===== src/rtl/hpdmc_ddr_pkg.sv =====
// Shared definitions for the DDR write datapath: sequencer states and
// the DQS D0/D1 patterns driven into the DQS output cell.
package hpdmc_ddr_pkg;

  typedef enum logic [2:0] {
    ST_IDLE = 3'd0,
    ST_WAIT = 3'd1,
    ST_PRE  = 3'd2,
    ST_DATA = 3'd3,
    ST_POST = 3'd4
  } wr_state_t;

  // {dqs_d0, dqs_d1} while framing the burst (preamble and postamble hold DQS low)
  localparam logic [1:0] DQS_PRE  = 2'b00;
  localparam logic [1:0] DQS_POST = 2'b00;
  // {dqs_d0, dqs_d1} during a data beat: one full DQS toggle per sys_clk
  localparam logic [1:0] DQS_BEAT = 2'b10;

endpackage


===== src/rtl/hpdmc_ddr_wrpath_fmt.sv =====
// Registered write-word formatter: splits a FIFO word into the D0/D1 halves
// for DQ and DM. A load with an empty FIFO produces a fully masked zero beat
// so the DRAM ignores it; when not loading the outputs return to zero.
module hpdmc_ddr_wrpath_fmt #(
  parameter int DQ_W = 16
) (
  input  logic                clk,
  input  logic                rst,
  input  logic                load,
  input  logic                valid,
  input  logic [2*DQ_W-1:0]   wdata,
  input  logic [DQ_W/4-1:0]   wmask,
  output logic [DQ_W-1:0]     dq_d0,
  output logic [DQ_W-1:0]     dq_d1,
  output logic [DQ_W/8-1:0]   dm_d0,
  output logic [DQ_W/8-1:0]   dm_d1
);

  localparam int NB = DQ_W / 8;

  logic [DQ_W-1:0] dq_d0_next, dq_d1_next;
  logic [NB-1:0]   dm_d0_next, dm_d1_next;
  logic [DQ_W-1:0] dq_d0_reg, dq_d1_reg;
  logic [NB-1:0]   dm_d0_reg, dm_d1_reg;

  // Per byte lane: upper half of the word goes out first (D0); an empty FIFO
  // substitutes zero data with the lane masked.
  genvar gi;
  generate
    for (gi = 0; gi < NB; gi++) begin : g_lane
      assign dq_d0_next[gi*8 +: 8] = valid ? wdata[DQ_W + gi*8 +: 8] : 8'h00;
      assign dq_d1_next[gi*8 +: 8] = valid ? wdata[gi*8 +: 8]        : 8'h00;
      assign dm_d0_next[gi]        = valid ? wmask[NB + gi]          : 1'b1;
      assign dm_d1_next[gi]        = valid ? wmask[gi]               : 1'b1;
    end
  endgenerate

  // Capture the formatted word on a load edge, otherwise idle the pins at zero.
  always_ff @(posedge clk or posedge rst) begin
    if (rst) begin
      dq_d0_reg <= '0;
      dq_d1_reg <= '0;
      dm_d0_reg <= '0;
      dm_d1_reg <= '0;
    end else if (load) begin
      dq_d0_reg <= dq_d0_next;
      dq_d1_reg <= dq_d1_next;
      dm_d0_reg <= dm_d0_next;
      dm_d1_reg <= dm_d1_next;
    end else begin
      dq_d0_reg <= '0;
      dq_d1_reg <= '0;
      dm_d0_reg <= '0;
      dm_d1_reg <= '0;
    end
  end

  assign dq_d0 = dq_d0_reg;
  assign dq_d1 = dq_d1_reg;
  assign dm_d0 = dm_d0_reg;
  assign dm_d1 = dm_d1_reg;

endmodule


===== src/rtl/hpdmc_ddr_wrpath.sv =====
// DDR write-path sequencer: turns one write command into optional wait
// cycles, a one-cycle DQS preamble, BURST_BEATS data beats pulled from the
// write FIFO, and a one-cycle postamble. Registered pin outputs are computed
// from the next state so each phase appears on the pins in the cycle it owns.
module hpdmc_ddr_wrpath
  import hpdmc_ddr_pkg::*;
#(
  parameter int DQ_W        = 16,
  parameter int BURST_BEATS = 4,
  parameter int PRE_DELAY   = 0
) (
  input  logic                sys_clk,
  input  logic                sys_rst,
  input  logic                write,
  output logic                ready,
  input  logic [2*DQ_W-1:0]   wdata,
  input  logic [DQ_W/4-1:0]   wmask,
  input  logic                wvalid,
  output logic                wack,
  output logic [DQ_W-1:0]     dq_d0,
  output logic [DQ_W-1:0]     dq_d1,
  output logic [DQ_W/8-1:0]   dm_d0,
  output logic [DQ_W/8-1:0]   dm_d1,
  output logic                dqs_d0,
  output logic                dqs_d1,
  output logic                dq_oe,
  output logic                dqs_oe,
  output logic                underrun,
  input  logic                underrun_clr
);

  localparam logic [2:0] WAIT_LOAD   = (PRE_DELAY > 0) ? 3'(PRE_DELAY - 1) : 3'd0;
  localparam logic [3:0] LAST_BEAT   = 4'(BURST_BEATS - 1);
  localparam wr_state_t  START_STATE = (PRE_DELAY > 0) ? ST_WAIT : ST_PRE;

  wr_state_t  state_reg, state_next;
  logic [2:0] wait_reg, wait_next;
  logic [3:0] beat_reg, beat_next;

  logic       dq_oe_reg, dqs_oe_reg, underrun_reg;
  logic [1:0] dqs_reg, dqs_next;

  // A command is taken only between bursts (IDLE) or during the postamble.
  assign ready = (state_reg == ST_IDLE) || (state_reg == ST_POST);
  // Pop in the preamble and on every beat but the last: each pop feeds the
  // following beat, so the last beat needs none.
  assign wack  = (state_reg == ST_PRE) ||
                 ((state_reg == ST_DATA) && (beat_reg != LAST_BEAT));

  // Sequencer next-state and counter logic.
  always_comb begin
    state_next = state_reg;
    wait_next  = wait_reg;
    beat_next  = beat_reg;
    case (state_reg)
      ST_IDLE, ST_POST: begin
        if (write) begin
          state_next = START_STATE;
          wait_next  = WAIT_LOAD;
        end else begin
          state_next = ST_IDLE;
        end
      end
      ST_WAIT: begin
        if (wait_reg == 3'd0) state_next = ST_PRE;
        else                  wait_next  = wait_reg - 3'd1;
      end
      ST_PRE: begin
        state_next = ST_DATA;
        beat_next  = 4'd0;
      end
      ST_DATA: begin
        if (beat_reg == LAST_BEAT) state_next = ST_POST;
        else                       beat_next  = beat_reg + 4'd1;
      end
      default: state_next = ST_IDLE;
    endcase
  end

  // State and counter registers.
  always_ff @(posedge sys_clk or posedge sys_rst) begin
    if (sys_rst) begin
      state_reg <= ST_IDLE;
      wait_reg  <= '0;
      beat_reg  <= '0;
    end else begin
      state_reg <= state_next;
      wait_reg  <= wait_next;
      beat_reg  <= beat_next;
    end
  end

  // DQS pattern for the phase about to be entered.
  always_comb begin
    dqs_next = '0;
    case (state_next)
      ST_PRE:  dqs_next = DQS_PRE;
      ST_DATA: dqs_next = DQS_BEAT;
      ST_POST: dqs_next = DQS_POST;
      default: dqs_next = '0;
    endcase
  end

  // Output enables and DQS, registered from the next state; reset releases the pins at once.
  always_ff @(posedge sys_clk or posedge sys_rst) begin
    if (sys_rst) begin
      dq_oe_reg  <= 1'b0;
      dqs_oe_reg <= 1'b0;
      dqs_reg    <= '0;
    end else begin
      dq_oe_reg  <= (state_next == ST_DATA);
      dqs_oe_reg <= (state_next == ST_PRE) || (state_next == ST_DATA) ||
                    (state_next == ST_POST);
      dqs_reg    <= dqs_next;
    end
  end

  // Sticky underrun flag; a fresh underrun wins over a simultaneous clear.
  always_ff @(posedge sys_clk or posedge sys_rst) begin
    if (sys_rst)                underrun_reg <= 1'b0;
    else if (wack && !wvalid)   underrun_reg <= 1'b1;
    else if (underrun_clr)      underrun_reg <= 1'b0;
  end

  hpdmc_ddr_wrpath_fmt #(
    .DQ_W (DQ_W)
  ) u_fmt (
    .clk   (sys_clk),
    .rst   (sys_rst),
    .load  (wack),
    .valid (wvalid),
    .wdata (wdata),
    .wmask (wmask),
    .dq_d0 (dq_d0),
    .dq_d1 (dq_d1),
    .dm_d0 (dm_d0),
    .dm_d1 (dm_d1)
  );

  assign dq_oe    = dq_oe_reg;
  assign dqs_oe   = dqs_oe_reg;
  assign dqs_d0   = dqs_reg[1];
  assign dqs_d1   = dqs_reg[0];
  assign underrun = underrun_reg;

endmodule

===== config.mk =====
export PLATFORM = sky130hd
export DESIGN_NAME = hpdmc_ddr_wrpath
export DESIGN_NICKNAME = d
export VERILOG_FILES = /design/src/rtl/hpdmc_ddr_pkg.sv /design/src/rtl/hpdmc_ddr_wrpath_fmt.sv /design/src/rtl/hpdmc_ddr_wrpath.sv
export SDC_FILE = /design/constraint.sdc
export NUM_CORES = 1
export LEC_CHECK = 0
export BUFFER_PORTS_ARGS = -buffer_cell sky130_fd_sc_hd__buf_2
export CORE_ASPECT_RATIO = 0.7
export CORE_MARGIN = 8
export CORE_UTILIZATION = 50
export CTS_CLUSTER_DIAMETER = 30
export CTS_CLUSTER_SIZE = 8
export DETAILED_ROUTE_END_ITERATION = 12
export PLACE_DENSITY = 0.84
export SLEW_MARGIN = 25
export SYNTH_ARGS = -nofsm -noshare
export SYNTH_HDL_FRONTEND = slang
export SYNTH_HIERARCHICAL = 1
export SYNTH_SLANG_ARGS = --single-unit

===== constraint.sdc =====
create_clock -name sys_clk -period 3.13 [get_ports sys_clk]
set_clock_uncertainty 0.05 [all_clocks]
set_input_delay 0.4695 -clock sys_clk [delete_from_list [all_inputs] [get_ports sys_clk]]
set_output_delay 0.4695 -clock sys_clk [all_outputs]
set_load 0.1 [all_outputs]

==> results by group, run 1 <==
Final layout
  • Fill cells: 280
  • Share of post-route cells with drive strength above 1: 0.4464
  • Nets: approximately 280
  • Area grow syn2layout: 28.08%
  • Diode count: 0
  • Final instance area: 2431 um2

CTS
  • Skew-Pair Late Insertion Delay: 0.29 ns
  • CTS resizes: 0
  • CTS tree: done
  • CTS Buf Count: 5
  • Clock Sinks: 49
  • H-tree levels: 2
  • Number of setup buffers added after CTS: 0
  • Clk root buf: clkbuf_8
  • Hold-fix buffers at CTS: 0
  • Clock-pin slew on the worst setup and hold paths: 0.08 ns
  • Bufs on Longest Clock Path: 2

Synthesis
  • Post-Syn Instances: 150
  • Number of synthesized register bits: 49
  • Seq/Total Area, Yosys: 0.6460
  • Post-Synthesis Cell Area: 1898 um2
  • Syn. warnings: 6
  • Syn Area/Cell: 12.65 um2
  • Net Count, Synth: 194
  • Cell variety after synth: 29

Floorplan
  • Die width: 89.64 um
  • Placeable Area: 3581 um2
  • Initial Util: 0.5300
  • Full die area: ~6100 um2
  • Die Height: slightly below 70 um
  • Rows: 18
  • I/O Pins: 84

Critical path
  • CP bufs+invs: 2
  • CP top delay family: buffers and inverters
  • Arrival @ worst endpoint: roughly 1.9 ns
  • CP peak stage delay: 0.43 ns
  • Required @ worst endpoint: 2.61 ns
  • Critical Path End Type: output port
  • Crit path max fanout: 6
  • Worst reg2reg startpoint: beat_reg[0]$_DFFE_PP0P_
  • CP max stage cell: dfrtp_1
  • CP Class: reg -> out
  • CP Depth: 5
  • CP Launch Type: flop
  • R2r setup slk: 1.19 ns
  • Reg2Reg Depth: 6
  • RR Endpoint: u_fmt/dq_d1[13]$_DFF_PP0_
  • Critical-path cell list: ha_1 > nor3b_2 > a21o_1 > inv_1 > buf_2

Global routing
  • First-pass GRT wire length: 6713 um
  • Initial antenna violation count: 0
  • Vias in the first global route: between 1000 and 1500
  • Total gr overflow: 0
  • Total GRT Usage: 0.1493
  • Largest net degree at the start of global routing: 38

Placement
  • DP HPWL: roughly 3200 um
  • Buffers on Ports: 82
  • Placed instance area: 2315 um2
  • GP Congestion: 0.7636

STA
  • Slew Limit Headroom: 0.5079
  • Setup TNS: 0 ns
  • Period utilization: 0.7778
  • RSZ-0062 raised after global routing: false
  • Fmax: 0.4108 GHz
  • Hold Vio Cnt, Final: 0
  • Slew @ Worst Pin: ~0.74 ns
  • Fin. max-slew vios: 0
  • Final setup viols: 0
  • Final hold slack: around 0.15 ns
  • Tmin final: approximately 2.4 ns

Routing
  • Residual DRC: 0
  • Final ANT Viol Nets: 0
  • Drt first pass iters: 4
  • Drt wl/cell: around 15 um
  • Vias per std cell: 4.777
  • Vias: 1352
  • DRT iter0 DRCs: 60
  • Post-Route WL: 4343 um

Outcome
  • Status: finished, final reports clean

Worst hold path
  • Class of the worst hold path: in -> async

Flow run
  • Max_cap viols: 0
==> kinds of logic after synthesis <==
| group | synth area share |
|---|---|
| AOI/OAI and AO/OA | 0.05340 |
| adders and majority gates | 0.01978 |
| buffers and inverters | 0.05932 |
| DFF | 0.6460 |
| muxes | 0.01582 |
| other | 0.001976 |
| and+or+nand+nor | 0.2037 |
==> worst register-to-register path, cell delays in order (launching register included) <==
cell and delay [ns]:
dfrtp_1 0.42, ha_1 0.20, nor3b_2 0.36, a21o_1 0.26
inv_1 0.07, buf_4 0.23, and3_2 0.25
==> routing by layer <==
metal  wire length (um)  global-route usage
met1               1750              0.1709
met2               2148              0.2514
met3                361             0.04121
met4                 82             0.08041
met5                  0                   0
==> per-stage QoR <==
stage	utilization	worst slack (ns)	std cells
after floorplan	-	0.7662	150
after global placement	0.6464	1.070	275
after detailed placement	0.6464	1.018	275
after CTS	0.6789	0.6803	283
after global routing	0.6789	0.5657	283
final	0.6789	0.6955	283
==> layout make-up <==
| type | instances | area [um2] | area share |
|---|---|---|---|
| clock buffers | 7 | 86.33 | 0.03551 |
| inverters | 11 | 41.29 | 0.01698 |
| multi-input cells | 81 | 559.3 | 0.2301 |
| repair buffers | 84 | 425.4 | 0.1750 |
| clock inverters | 1 | 30.03 | 0.01235 |
| flip-flops and latches | 49 | 1226 | 0.5044 |
| well taps | 50 | 62.56 | 0.02573 |
==> synthesized netlist by cell type <==
cell       instances  area share
nor2b_1            3      0.0099
o21ai_0            3      0.0079
o22ai_1            1      0.0033
a21oi_1            2      0.0053
nor3b_2            1      0.0066
or3_1              2      0.0066
and3_2             6       0.024
o311ai_0           1      0.0046
nand3_1            5       0.013
mux2i_1            3       0.016
buf_6              3       0.018
inv_1             11       0.022
ha_1               3       0.020
conb_1             1      0.0020
dfrtp_1           49        0.65
o2bb2ai_1          1      0.0046
a21o_1             1      0.0040
or4b_1             2       0.011
nand2b_1           2      0.0066
nor3b_1            1      0.0040
buf_4              3       0.012
and3_1            27       0.089
or3b_2             1      0.0046
nand3b_1           1      0.0040
nand2_1            7       0.014
nand2b_4           1      0.0072
nor2_1             2      0.0040
a21boi_2           4       0.024
buf_2              3      0.0079
==> worst max path at each step <==
stage | startpoint | endpoint | slack (ns)
2_1_floorplan | state_reg[0]$_DFF_PP0_ | ready | 0.77
3_3_place_gp | beat_reg[0]$_DFFE_PP0P_ | wack | 1.07
3_5_place_dp | beat_reg[0]$_DFFE_PP0P_ | wack | 1.02
4_1_cts | beat_reg[0]$_DFFE_PP0P_ | wack | 0.68
5_1_grt | beat_reg[0]$_DFFE_PP0P_ | wack | 0.57
6_report | beat_reg[0]$_DFFE_PP0P_ | wack | 0.70
==> placed cells by master, fill, tap and decap left out, types with 4 or more instances in the layout <==
cell type / count
nand2_1: 7
buf_2: 82
a21boi_2: 4
and3_2: 6
dfrtp_1: 49
and3_1: 27
nand3_1: 5
inv_1: 11
clkbuf_8: 6
Power of run 1 is left out: the tool's default activity adds up to more than one toggle a clock period on the data nets, which glitch-free logic cannot reach.
==> run 2: changes to the inputs <==
--- a/config.mk
+++ b/config.mk
@@ -8,11 +8,11 @@
 export BUFFER_PORTS_ARGS = -buffer_cell sky130_fd_sc_hd__buf_2
 export CORE_ASPECT_RATIO = 0.7
 export CORE_MARGIN = 8
-export CORE_UTILIZATION = 50
+export CORE_UTILIZATION = 42
 export CTS_CLUSTER_DIAMETER = 30
 export CTS_CLUSTER_SIZE = 8
 export DETAILED_ROUTE_END_ITERATION = 12
-export PLACE_DENSITY = 0.84
+export PLACE_DENSITY = 0.75
 export SLEW_MARGIN = 25
 export SYNTH_ARGS = -nofsm -noshare
 export SYNTH_HDL_FRONTEND = slang
==> constraint.sdc (replaced) <==
create_clock -name sys_clk -period 2.02 [get_ports sys_clk]
set_clock_uncertainty 0.05 [all_clocks]
set_input_delay 0.303 -clock sys_clk [delete_from_list [all_inputs] [get_ports sys_clk]]
set_output_delay 0.303 -clock sys_clk [all_outputs]
set_load 0.1 [all_outputs]
==> results by group, run 2 (synthesis gave the netlist of run 1 again) <==
Critical path
  • Arrival @ worst endpoint: 1.63 ns (-0.28 ns)
  • Critical-path cell list: ha_2 > nor3b_4 > a21o_1 > clkinvlp_4 > buf_12
  • CP Class: reg -> out
  • RR Endpoint: u_fmt/dq_d1[15]$_DFF_PP0_
  • Worst reg2reg startpoint: beat_reg[0]$_DFFE_PP0P_
  • CP Launch Type: flop
  • Critical Path End Type: output port
  • CP max stage cell: dfrtp_1
  • CP peak stage delay: 0.42 ns (about the same)
  • Reg2Reg Depth: 7 (+1)
  • Critical path launch point: beat_reg[0]$_DFFE_PP0P_
  • Required @ worst endpoint: 1.67 ns (-0.94 ns)
  • Setup crit end: wack
  • Crit path max fanout: 5 (-1)
  • R2r setup slk: 0.17 ns (-1.02 ns)

STA
  • Final setup viols: 0 (unchanged)
  • Fin. max-slew vios: 0 (unchanged)
  • Fmax: between 0.5 and 0.6 GHz
  • Period utilization: 0.9813
  • Tmin final: around 2.0 ns
  • Slew Limit Headroom: 0.6478 (+0.1399)
  • Slew @ Worst Pin: 0.5283 ns (-0.2090 ns)
  • Final hold slack: 0.1498 ns (+0.002901 ns)
  • Hold Vio Cnt, Final: 0 (unchanged)
  • Final WS setup: 0.03787 ns (-0.6576 ns)

Final layout
  • Leading cell type in the layout, fill and taps excluded: buf_2
  • Fill cells: 393 (+40%)
  • Share of post-route cells with drive strength above 1: 0.4708 (+0.02448)
  • Nets: 283 (+2.5%)
  • Diode count: 0 (unchanged)
  • Commonest cells after routing, fill and taps aside: buf_2, dfrtp_1, and3_1
  • Area grow syn2layout: 31.77%
  • Final instance area: 2501 um2 (+2.9%)
  • FF/Latch Area: 1226 um2 (unchanged)
  • Multi-input gate area: 570.5 um2 (+2.0%)
  • Final Non-Filler Cells: 295 (+4.2%)

Routing
  • Vias per std cell: 4.702 (-1.6%)
  • Final ANT Viol Nets: 0 (unchanged)
  • Vias: 1387 (+2.6%)
  • Drt first pass iters: 4 (unchanged)
  • Routed length on met1: 1944 um (+11%)
  • DRT iter0 DRCs: 87 (+45%)
  • Routed met3 length: 293 um (-19%)
  • Post-Route WL: 4540 um (+4.5%)
  • Residual DRC: 0 (unchanged)
  • Drt wl/cell: 15.39 um (+0.28%)
  • Highest metal layer with signal wires: met4
  • DR WL met2: 2265 um (+5.4%)

Placement
  • GP Congestion: 0.7417 (-2.9%)
  • Placed insts: 283 (+2.9%)
  • Placed instance area: 2386 um2 (+3.1%)
  • Buffers on Ports: 82 (unchanged)
  • DP HPWL: 3402 um (+4.9%)
  • Dpl ws: 0.1756 ns (-0.8421 ns)

Global routing
  • First-pass GRT wire length: 7217 um (+7.5%)
  • Largest net degree at the start of global routing: 38 (unchanged)
  • Total gr overflow: 0 (unchanged)
  • Initial antenna violation count: 0 (unchanged)
  • Vias in the first global route: 1475 (+11%)
  • Total GRT Usage: 0.1322 (-0.01716)

Worst hold path
  • Class of the worst hold path: in -> reg

Floorplan
  • Rows: 20 (+2)
  • Initial Util: 0.4359 (-0.09413)
  • Placeable Area: 4354 um2 (+22%)
  • Die width: 96.35 um (+7.5%)
  • Full die area: 6961 um2 (+15%)
  • Die Height: 72.25 um (+7.0%)
  • I/O Pins: 84 (unchanged)

CTS
  • CTS Buf Count: 5 (unchanged)
  • Clock-pin slew on the worst setup and hold paths: 0.09 ns (about the same)
  • CTS resizes: 0 (unchanged)
  • Bufs on Longest Clock Path: 2 (unchanged)
  • CTS tree: done
  • Clk root buf: clkbuf_8
  • H-tree levels: 2 (unchanged)
  • Clock Sinks: 49 (unchanged)
  • Skew-Pair Late Insertion Delay: 0.29 ns (about the same)

Flow run
  • Max_cap viols: 0 (unchanged)

Outcome
  • Status: finished, final reports clean
==> run 2: cell type report <==
| cell class | instances | share of cell area |
|---|---|---|
| flip-flops and latches | 49 | 0.4902 |
| multi-input cells | 81 | 0.2281 |
| repair buffers | 91 | 0.2031 |
| clock buffers | 6 | 0.02901 |
| well taps | 55 | 0.02751 |
| inverters | 11 | 0.01801 |
| clock inverters | 2 | 0.004002 |
==> run 2: repair_timing <==
action,4_1_cts,5_1_grt
buffers inserted,1,2
endpoints found under the hold margin,13,0
hold buffers,1,0
setup endpoints to repair,1,1
pin swaps,0,2
==> run 2: routing by layer <==
metal / GRT usage / up-vias
li1: - / 679
met1: 0.1623 / 671
met2: 0.2185 / 35
met3: 0.04124 / 2
met4: 0.03512 / 0
met5: 0 / -
==> run 2: how the worst min path moves through the flow <==
stage                  from                      end  slack (ns)  depth (start not counted)
2_1_floorplan       sys_rst  beat_reg[0]$_DFFE_PP0P_        0.13                          1
3_3_place_gp        sys_rst     underrun$_DFFE_PP0P_        0.31                          2
3_5_place_dp        sys_rst     underrun$_DFFE_PP0P_        0.31                          2
4_1_cts        underrun_clr     underrun$_DFFE_PP0P_        0.14                          2
5_1_grt        underrun_clr     underrun$_DFFE_PP0P_        0.13                          2
6_report       underrun_clr     underrun$_DFFE_PP0P_        0.15                          2
==> run 2: metrics by stage <==
step                  util   TNS, ns
floorplan                -    -6.055
global placement    0.5480         0
detailed placement  0.5480         0
CTS                 0.5710         0
global route        0.5744  -0.01562
finish              0.5744         0
==> run 2: critical path: cells and delay by family (launching register included) <==
kind                     cells  cell delay [ns]
adder cells (fa/ha/maj)      1             0.20
AO/OA/AOI/OAI                1             0.20
buffers and inverters        2             0.32
AND/OR/NAND/NOR              1             0.19
flip-flops                   1             0.42
Power of run 2 is left out for the same reason.
==> run 3: changes to the inputs <==
--- a/config.mk
+++ b/config.mk
@@ -12,7 +12,8 @@
 export CTS_CLUSTER_DIAMETER = 30
 export CTS_CLUSTER_SIZE = 8
 export DETAILED_ROUTE_END_ITERATION = 12
-export PLACE_DENSITY = 0.75
+export PLACE_DENSITY = 0.76
+export SETUP_SLACK_MARGIN = 0.2
 export SLEW_MARGIN = 25
 export SYNTH_ARGS = -nofsm -noshare
 export SYNTH_HDL_FRONTEND = slang
==> results by group, run 3 (synthesis gave the netlist of run 1 again) <==
Global routing
  • Initial antenna violation count: 0 (unchanged)
  • Met1 Usage GRT: 0.1643 (+0.001998)
  • Vias in the first global route: 1457 (-1.2%)
  • First-pass GRT wire length: 7231 um (+0.19%)
  • GRT busiest layer: met2
  • Total GRT Usage: 0.1326 (+0.0004198)
  • Total gr overflow: 0 (unchanged)
  • Routing usage on met3: 0.03711 (-0.004124)
  • Met2 Usage GRT: 0.2231 (+0.004521)
  • Largest net degree at the start of global routing: 38 (unchanged)

STA
  • Hold Vio Cnt, Final: 0 (unchanged)
  • RSZ-0062 raised after global routing: true
  • Fmax: 0.5328 GHz (+5.6%)
  • Final setup viols: 0 (unchanged)
  • Period utilization: 0.9291 (-0.05211)
  • Slew @ Worst Pin: 0.5070 ns (-0.02125 ns)
  • Fin. max-slew vios: 0 (unchanged)
  • Slew Limit Headroom: 0.6616 (+0.01379)
  • Tmin final: 1.877 ns (-0.1053 ns)

CTS
  • Clk root buf: clkbuf_8
  • Bufs on Longest Clock Path: 2 (unchanged)
  • Skew-Pair Late Insertion Delay: 0.29 ns (about the same)
  • Clock Sinks: 49 (unchanged)
  • H-tree levels: 2 (unchanged)
  • Clock-pin slew on the worst setup and hold paths: 0.08 ns (about the same)
  • CTS tree: done
  • CTS Buf Count: 5 (unchanged)

Routing
  • DRT iter0 DRCs: 67 (-23%)
  • Drt first pass iters: 4 (unchanged)
  • Post-Route WL: 4446 um (-2.1%)
  • Vias per std cell: 4.589 (-2.4%)
  • Drt wl/cell: 14.97 um (-2.7%)
  • Vias: 1363 (-1.7%)
  • Residual DRC: 0 (unchanged)
  • Final ANT Viol Nets: 0 (unchanged)

Critical path
  • Crit path max fanout: 2 (-3)
  • CP Launch Type: flop
  • CP bufs+invs: 2 (unchanged)
  • CP top delay family: flip-flops
  • Required @ worst endpoint: 1.67 ns (about the same)
  • Arrival @ worst endpoint: 1.52 ns (-0.11 ns)
  • CP max stage cell: dfrtp_1
  • CP Class: reg -> out
  • Critical-path cell list: ha_2 > nor3b_4 > a21o_1 > clkinvlp_4 > buf_12
  • CP peak stage delay: 0.37 ns (-0.05 ns)
  • Critical Path End Type: output port

Placement
  • DP HPWL: 3283 um (-3.5%)
  • GP Congestion: 0.7062 (-4.8%)
  • Buffers on Ports: 82 (unchanged)

Floorplan
  • Die width: 96.35 um (unchanged)
  • I/O Pins: 84 (unchanged)
  • Initial Util: 0.4359 (unchanged)
  • Die Height: 72.25 um (unchanged)
  • Placeable Area: 4354 um2 (unchanged)
  • Rows: 20 (unchanged)
  • Full die area: 6961 um2 (unchanged)

Outcome
  • Status: finished, final reports clean

Worst hold path
  • Class of the worst hold path: in -> reg

Final layout
  • Nets: 285 (+0.71%)
  • Diode count: 0 (unchanged)
  • Layout Utilization: 0.5796 (+0.005173)
  • Commonest cells after routing, fill and taps aside: buf_2, dfrtp_1, and3_1
  • Leading cell type in the layout, fill and taps excluded: buf_2
  • Area grow syn2layout: 32.96%
  • Share of post-route cells with drive strength above 1: 0.4793 (+0.008506)

Flow run
  • Max_cap viols: 0 (unchanged)
-- run 3: cell types whose count changed in the layout (fill, tap and decap cells not counted), sizes merged --
cell    before  now
clkinv       2    1
inv         10   11
buf         90   91
clkbuf       6    7
-- run 3: timing repair --
item | CTS | global route
endpoints found under the setup margin | 32 | 2
gates resized for setup | 0 | 1
hold buffers | 1 | 0
pin swaps | 1 | 1
endpoints found under the hold margin | 13 | 0
buffers inserted | 5 | 2
-- run 3: path summary, 6_finish.rpt --
check / endpoint / startpoint / slack, ns / depth (start not counted)
worst max-delay path: wack / beat_reg[1]$_DFFE_PP0P_ / 0.14 / 5
worst min-delay path: underrun$_DFFE_PP0P_ / underrun_clr / 0.15 / 2
worst max register to register: u_fmt/dq_d1[14]$_DFF_PP0_ / beat_reg[1]$_DFFE_PP0P_ / 0.34 / 6
worst min register to register: wait_reg[0]$_DFFE_PP0P_ / wait_reg[0]$_DFFE_PP0P_ / 0.44 / 1
max in group asynchronous: u_fmt/dq_d0[4]$_DFF_PP0_ / sys_rst / 1.00 / 4
min in group asynchronous: underrun$_DFFE_PP0P_ / sys_rst / 0.54 / 3
-- run 3: worst reg2reg max path, cell delays in order (launching register included) --
cell	delay, ns
dfrtp_1	0.37
ha_2	0.18
nor3b_4	0.20
a21o_1	0.19
clkinvlp_4	0.12
buf_4	0.23
and3_2	0.24
-- run 3: metrics by stage --
step	setup slack (ns)	cell area [um2]	TNS [ns]	hold slack [ns]	std cells
floorplan	-0.1767	1913	-6.055	0.1300	150
global placement	0.2179	2359	0	0.3105	281
detailed placement	0.1654	2359	0	0.3155	281
CTS	0.1329	2506	0	0.1414	295
global route	0.05481	2524	0	0.1369	297
finish	0.1431	2524	0	0.1530	297
-- run 3: layout make-up --
type / count / area (um2)
clock buffer: 6 / 82.58
clock inverter: 2 / 17.52
fill: 390 / 1831
inverter: 11 / 45.04
multi-input combinational: 81 / 570.5
sequential: 49 / 1226
tap: 55 / 68.82
timing repair buffer: 93 / 513.0
-- run 3: layer usage --
metal,wire length (um),vias up
met4,27,0
met3,297,2
met1,1954,639
li1,-,685
met2,2167,37
met5,0,-
Power of run 3 is left out for the same reason.
